[src/rtl/dense_layer_engine.sv]
// Fixed-point fully-connected layer: buffers IN_COUNT samples, then streams
// OUT_COUNT neuron results (bias + dot product, rescale, saturate, optional ReLU).
module dense_layer_engine #(
   parameter int IN_COUNT  = 128,
   parameter int OUT_COUNT = 10,
   parameter int DATA_SIZE = 16,
   parameter int FRAC_BITS = 8,
   parameter int RELU_EN   = 1,
   localparam int ACC_SIZE = 2*DATA_SIZE + $clog2(IN_COUNT+1) + 1,
   localparam int WA_W     = (IN_COUNT*OUT_COUNT > 1) ? $clog2(IN_COUNT*OUT_COUNT) : 1,
   localparam int BA_W     = (OUT_COUNT > 1) ? $clog2(OUT_COUNT) : 1
) (
   input  logic                 clk,
   input  logic                 rst,
   input  logic                 start,
   input  logic                 in_valid,
   output logic                 in_ready,
   input  logic [DATA_SIZE-1:0] in_data,
   output logic [WA_W-1:0]      weight_adr,
   input  logic [DATA_SIZE-1:0] weight_data,
   output logic [BA_W-1:0]      bias_adr,
   input  logic [DATA_SIZE-1:0] bias_data,
   output logic                 out_valid,
   input  logic                 out_ready,
   output logic [DATA_SIZE-1:0] out_data,
   output logic [BA_W-1:0]      out_index,
   output logic                 busy,
   output logic                 done
);
   localparam int CW = $clog2(IN_COUNT+1);
   localparam int BW = (IN_COUNT > 1) ? $clog2(IN_COUNT) : 1;
   localparam logic signed [ACC_SIZE-1:0] SAT_HI =
      {{(ACC_SIZE-DATA_SIZE+1){1'b0}}, {(DATA_SIZE-1){1'b1}}};
   localparam logic signed [ACC_SIZE-1:0] SAT_LO = ~SAT_HI;

   typedef enum logic [2:0] {IDLE, LOAD, BIAS, MAC, EMIT, FIN} state_t;

   state_t                      state_q, state_d;
   logic [CW-1:0]               i_q, i_d;
   logic [BA_W-1:0]             o_q, o_d;
   logic signed [ACC_SIZE-1:0]  acc_q, acc_d;
   logic signed [DATA_SIZE-1:0] buf_q [IN_COUNT];
   logic                        buf_we;

   logic [BW-1:0]                rd_idx;
   logic signed [2*DATA_SIZE-1:0] x_ext, w_ext, prod;
   logic signed [ACC_SIZE-1:0]   shr;
   logic signed [DATA_SIZE-1:0]  res;

   // MAC step i consumes the weight addressed at step i-1 (one-cycle ROM latency)
   assign rd_idx = BW'(i_q - 1'b1);
   assign x_ext  = (2*DATA_SIZE)'(buf_q[rd_idx]);
   assign w_ext  = (2*DATA_SIZE)'($signed(weight_data));
   assign prod   = x_ext * w_ext;

   always_comb begin
      shr = acc_q >>> FRAC_BITS;
      res = shr[DATA_SIZE-1:0];
      if (shr > SAT_HI)
         res = {1'b0, {(DATA_SIZE-1){1'b1}}};
      else if (shr < SAT_LO)
         res = {1'b1, {(DATA_SIZE-1){1'b0}}};
      if (RELU_EN != 0 && res[DATA_SIZE-1])
         res = '0;
   end

   always_comb begin
      state_d = state_q;
      i_d     = i_q;
      o_d     = o_q;
      acc_d   = acc_q;
      buf_we  = 1'b0;
      case (state_q)
         IDLE: if (start) begin
            state_d = LOAD;
            i_d     = '0;
            o_d     = '0;
         end
         LOAD: if (in_valid) begin
            buf_we = 1'b1;
            if (i_q == CW'(IN_COUNT-1)) begin
               state_d = BIAS;
               i_d     = '0;
            end else
               i_d = i_q + 1'b1;
         end
         BIAS: begin
            acc_d   = ACC_SIZE'($signed(bias_data)) <<< FRAC_BITS;
            state_d = MAC;
            i_d     = '0;
         end
         MAC: begin
            if (i_q != '0)
               acc_d = acc_q + ACC_SIZE'(prod);
            if (i_q == CW'(IN_COUNT)) begin
               state_d = EMIT;
               i_d     = '0;
            end else
               i_d = i_q + 1'b1;
         end
         EMIT: if (out_ready) begin
            if (o_q == BA_W'(OUT_COUNT-1)) begin
               state_d = FIN;
               o_d     = '0;
            end else begin
               state_d = BIAS;
               o_d     = o_q + 1'b1;
            end
         end
         FIN:     state_d = IDLE;
         default: state_d = IDLE;
      endcase
   end

   always_ff @(posedge clk or negedge rst) begin
      if (!rst) begin
         state_q <= IDLE;
         i_q     <= '0;
         o_q     <= '0;
         acc_q   <= '0;
      end else begin
         state_q <= state_d;
         i_q     <= i_d;
         o_q     <= o_d;
         acc_q   <= acc_d;
      end
   end

   // Sample buffer survives reset and FIN; it is always rewritten before use
   always_ff @(posedge clk) begin
      if (buf_we)
         buf_q[BW'(i_q)] <= in_data;
   end

   // Bias address runs one neuron ahead in EMIT (and sits at 0 through LOAD),
   // so the address phase of BIAS overlaps the preceding cycle.
   always_comb begin
      bias_adr = o_q;
      if (state_q == EMIT)
         bias_adr = (o_q == BA_W'(OUT_COUNT-1)) ? '0 : o_q + 1'b1;
   end

   assign weight_adr = (state_q == MAC && i_q < CW'(IN_COUNT))
                     ? WA_W'(int'(i_q) * OUT_COUNT + int'(o_q)) : '0;
   assign in_ready   = (state_q == LOAD);
   assign out_valid  = (state_q == EMIT);
   assign out_data   = (state_q == EMIT) ? res : '0;
   assign out_index  = (state_q == EMIT) ? o_q : '0;
   assign busy       = (state_q != IDLE);
   assign done       = (state_q == FIN);
endmodule

[config.mk]
export PLATFORM = sky130hd
export DESIGN_NAME = dense_layer_engine
export DESIGN_NICKNAME = d
export VERILOG_FILES = /design/src/rtl/dense_layer_engine.sv
export SDC_FILE = /design/constraint.sdc
export NUM_CORES = 2
export LEC_CHECK = 0
export BUFFER_PORTS_ARGS = -buffer_cell sky130_fd_sc_hd__buf_2
export CAP_MARGIN = 20
export CORE_MARGIN = 8
export CORE_UTILIZATION = 55
export DETAILED_ROUTE_END_ITERATION = 16
export PLACE_DENSITY_LB_ADDON = 0.08
export SLEW_MARGIN = 15
export SYNTH_ARGS = -nofsm -noshare
export SYNTH_HDL_FRONTEND = slang
export SYNTH_SLANG_ARGS = --single-unit
[constraint.sdc]
create_clock -name clk -period 29.2 [get_ports clk]
set_input_delay 4.38 -clock clk [delete_from_list [all_inputs] [get_ports clk]]
set_output_delay 4.38 -clock clk [all_outputs]
set_load 0.02 [all_outputs]
==> results by group <==
Outcome
  – Outcome: finished clean

Timing
  – Final setup TNS: 0 ns
  – Final worst-path cycle share: 42.1%
  – Hold WS: 0.515 ns
  – Worst slew pin tran: 1.11 ns
  – Final Skew: 0.0699 ns
  – Final setup fails: 0
  – Max Freq: 0.0814 GHz
  – Max_slew headroom: 26.2%
  – Final hold violations: 0
  – Final slew viol count: 0
  – RSZ-0062 raised after global routing: no
  – Final min period: 12.28 ns

Global route
  – Global-route wire length before repair: 339,000 µm
  – GRT overflow: 0
  – Vias in the first global route: 48,400
  – Initial antenna violation count: 7
  – Overall routing resource usage: 25.0%
  – Largest net degree at the start of global routing: 136

Place
  – Port Buf Inserts: 90
  – DPL Wire Length: 142,000 µm
  – GP Congestion: 0.842

Clocking
  – H-tree depth: 4
  – CTS tree: yes
  – Clock Path Buffers: 3
  – Clk sink count: 2,104
  – CTS Buf Count: 206
  – Root Buffer: clkbuf_16
  – Cts repair resizes: 0
  – Post-CTS setup repair buffer count: 0
  – Clock latency on the worst-skew pair: 0.87 ns
  – Clock Pin Slew Worst Setup and Hold Paths: 0.06 ns
  – Post-CTS Hold Buffers: 0

Routing
  – Post-DRT Antenna Nets: 0
  – Via count: 46,700
  – # DRC: 0
  – Wirelength, routed: 230,000 µm
  – Initial DRC count: 5,245
  – Drt wl/cell: 30.2 µm
  – Drt via density: 6.14
  – First-pass iteration count of the detailed router: 5

Worst setup path
  – Setup CP Type: reg -> reg
  – Crit-path slowest cell: ha_4
  – CP Data Arrival Time: 12.99 ns
  – CP Launch Type: flip-flop
  – CP max FO: 135
  – CP Data Required Time: 29.90 ns
  – Critical Path Sink Type: flip-flop
  – CP max stage delay: 0.90 ns

Die
  – Area of the core: 171,000 µm²
  – I/O pin cnt: 92
  – Die Y: 431 µm
  – Row count: 152
  – Initial core utilization: 55.3%
  – Total die area: 186,000 µm²
  – Die X: 431 µm

Finish
  – Post-layout util: 61.5%
  – Filler cell count: 12,100
  – Area Overhead vs Synth: 11.2%
  – Multi-input gate area: 29,400 µm²
  – Seq. cell area: 62,900 µm²
  – Layout net count: 5,638
  – Layout cells sized above 1: 24.9%

Synth
  – Synth top area cells: edfxtp_1 (65%), mux4_2 (16%), fa_1 (7.1%)
  – Post-synthesis cell area: 94,800 µm²
  – Post-synth top flop: edfxtp_1
  – Post-synthesis cell type count: 69
  – EDFF count, synth: 2,048
  – Mean Syn Cell Area: 19.6 µm²
  – Synth Instances: 4,844
  – Synth async-reset ratio: 2.66%
  – Post-synth top area cell: edfxtp_1
  – Post-synthesis sequential area ratio: 66.4%
  – Yosys reg bits: 2,104
  – Yosys top cell area share: 64.9%
  – Syn Nets: 5,368
  – Synth warn: 0

Job
  – Reported max-cap violation count: 0

Hold path
  – Hold Crit Class: reg -> reg
==> final timing paths <==
path | slack (ns) | start | cells past startpoint | end
worst max-delay path | 16.92 | i_q[0]$_DFFE_PN0P_ | 29 | acc_q[40]$_DFFE_PN0P_
worst min-delay path | 0.51 | acc_q[2]$_DFFE_PN0P_ | 2 | acc_q[2]$_DFFE_PN0P_
worst max register to register | 16.92 | i_q[0]$_DFFE_PN0P_ | 29 | acc_q[40]$_DFFE_PN0P_
worst min register to register | 0.51 | acc_q[2]$_DFFE_PN0P_ | 2 | acc_q[2]$_DFFE_PN0P_
max in group asynchronous | 24.77 | rst | 2 | i_q[0]$_DFFE_PN0P_
min in group asynchronous | 3.77 | rst | 2 | acc_q[2]$_DFFE_PN0P_
==> synthesized netlist by cell type (3+ instances only) <==
cell / number
xor2_1: 17
mux4_2: 666
mux2i_4: 13
buf_4: 10
mux2_2: 3
o21ai_0: 51
nor2_1: 211
a21oi_1: 73
and3_1: 10
o21bai_1: 9
a22oi_1: 7
edfxtp_1: 2048
inv_1: 400
or3_1: 13
nand2_1: 103
nor2b_1: 139
xnor2_1: 41
nand4_1: 11
fa_1: 336
o221ai_1: 3
o41ai_1: 3
mux2i_1: 8
or2_2: 3
a31oi_1: 4
buf_1: 4
clkbuf_2: 3
clkbuf_1: 71
buf_2: 117
o31ai_1: 10
nor3_1: 11
dfrtp_1: 56
nor3b_1: 4
ha_1: 135
a211oi_1: 9
a21o_1: 27
o22a_1: 4
nand2b_1: 94
nor4_1: 3
and2_1: 28
buf_6: 15
nand3_1: 32
==> cells in the final DEF, fill, tap and decap left out, drive strengths merged, types with 56 or more instances in the layout <==
| cell type | count |
|---|---|
| ha | 135 |
| dfrtp | 56 |
| fa | 336 |
| nand2 | 103 |
| clkbuf | 261 |
| clkinv | 92 |
| edfxtp | 2048 |
| nand2b | 95 |
| buf | 285 |
| nor2b | 139 |
| mux4 | 666 |
| inv | 406 |
| a21oi | 73 |
| nor2 | 212 |
==> through the flow <==
step / worst slack [ns] / instance area, µm² / instances
6_report: 16.92 / 105000 / 7602
4_1_cts: 16.53 / 105000 / 7595
3_3_place_gp: 16.78 / 98600 / 7210
3_5_place_dp: 16.60 / 98600 / 7212
5_1_grt: 16.12 / 105000 / 7599
2_1_floorplan: 18.91 / 94800 / 4844
==> final cells by class <==
type	instances	share of cell area, %
Sequential cell	2104	59.7
Multi-Input combinational cell	2117	27.9
Clock buffer	261	5.18
Tap cell	2310	2.74
Timing Repair Buffer	285	1.93
Inverter	400	1.43
Clock inverter	122	1.08
Antenna cell	3	0.00713
==> cells by family (layout without fill, tap and decap cells) <==
logic type               count (synthesis)  count (layout)  synth area share, %
other                                    1               4              0.00396
flip-flops                            2104            2104                 66.4
AO/OA/AOI/OAI                          224             224                 1.49
buffers and inverters                  623            1068                 2.83
AND/OR/NAND/NOR                        671             671                 3.58
adder cells (fa/ha/maj)                471             471                 8.88
multiplexers                           690             690                 16.3
XOR/XNOR                                60              60                0.570
==> critical path, delay by kind of cell (launching register included) <==
| family | cells | cell delay, ns |
|---|---|---|
| AND/OR/NAND/NOR | 4 | 1.16 |
| buffers and inverters | 8 | 2.13 |
| adder cells (fa/ha/maj) | 8 | 4.42 |
| XOR/XNOR | 1 | 0.09 |
| flip-flops | 1 | 0.67 |
| AO/OA/AOI/OAI | 6 | 2.21 |
| multiplexers | 2 | 1.19 |
==> registers in the layout, summed over array words and instances, names as in the netlist <==
register and count:
buf_q 2048, acc_q 41, i_q 8, o_q 4, state_q 3
==> per-layer routing <==
metal / share of wire (%) / GRT usage [%] / vias to the layer above
met1: 43 / 37.3 / 25400
met3: 7.2 / 3.86 / 292
met5: 0 / 0 / -
met4: 2.3 / 5.90 / 0
li1: - / - / 19400
met2: 48 / 39.8 / 1679
Power is not shown: default switching activity piles up to over one toggle a cycle in this logic, so the estimate is an artifact.
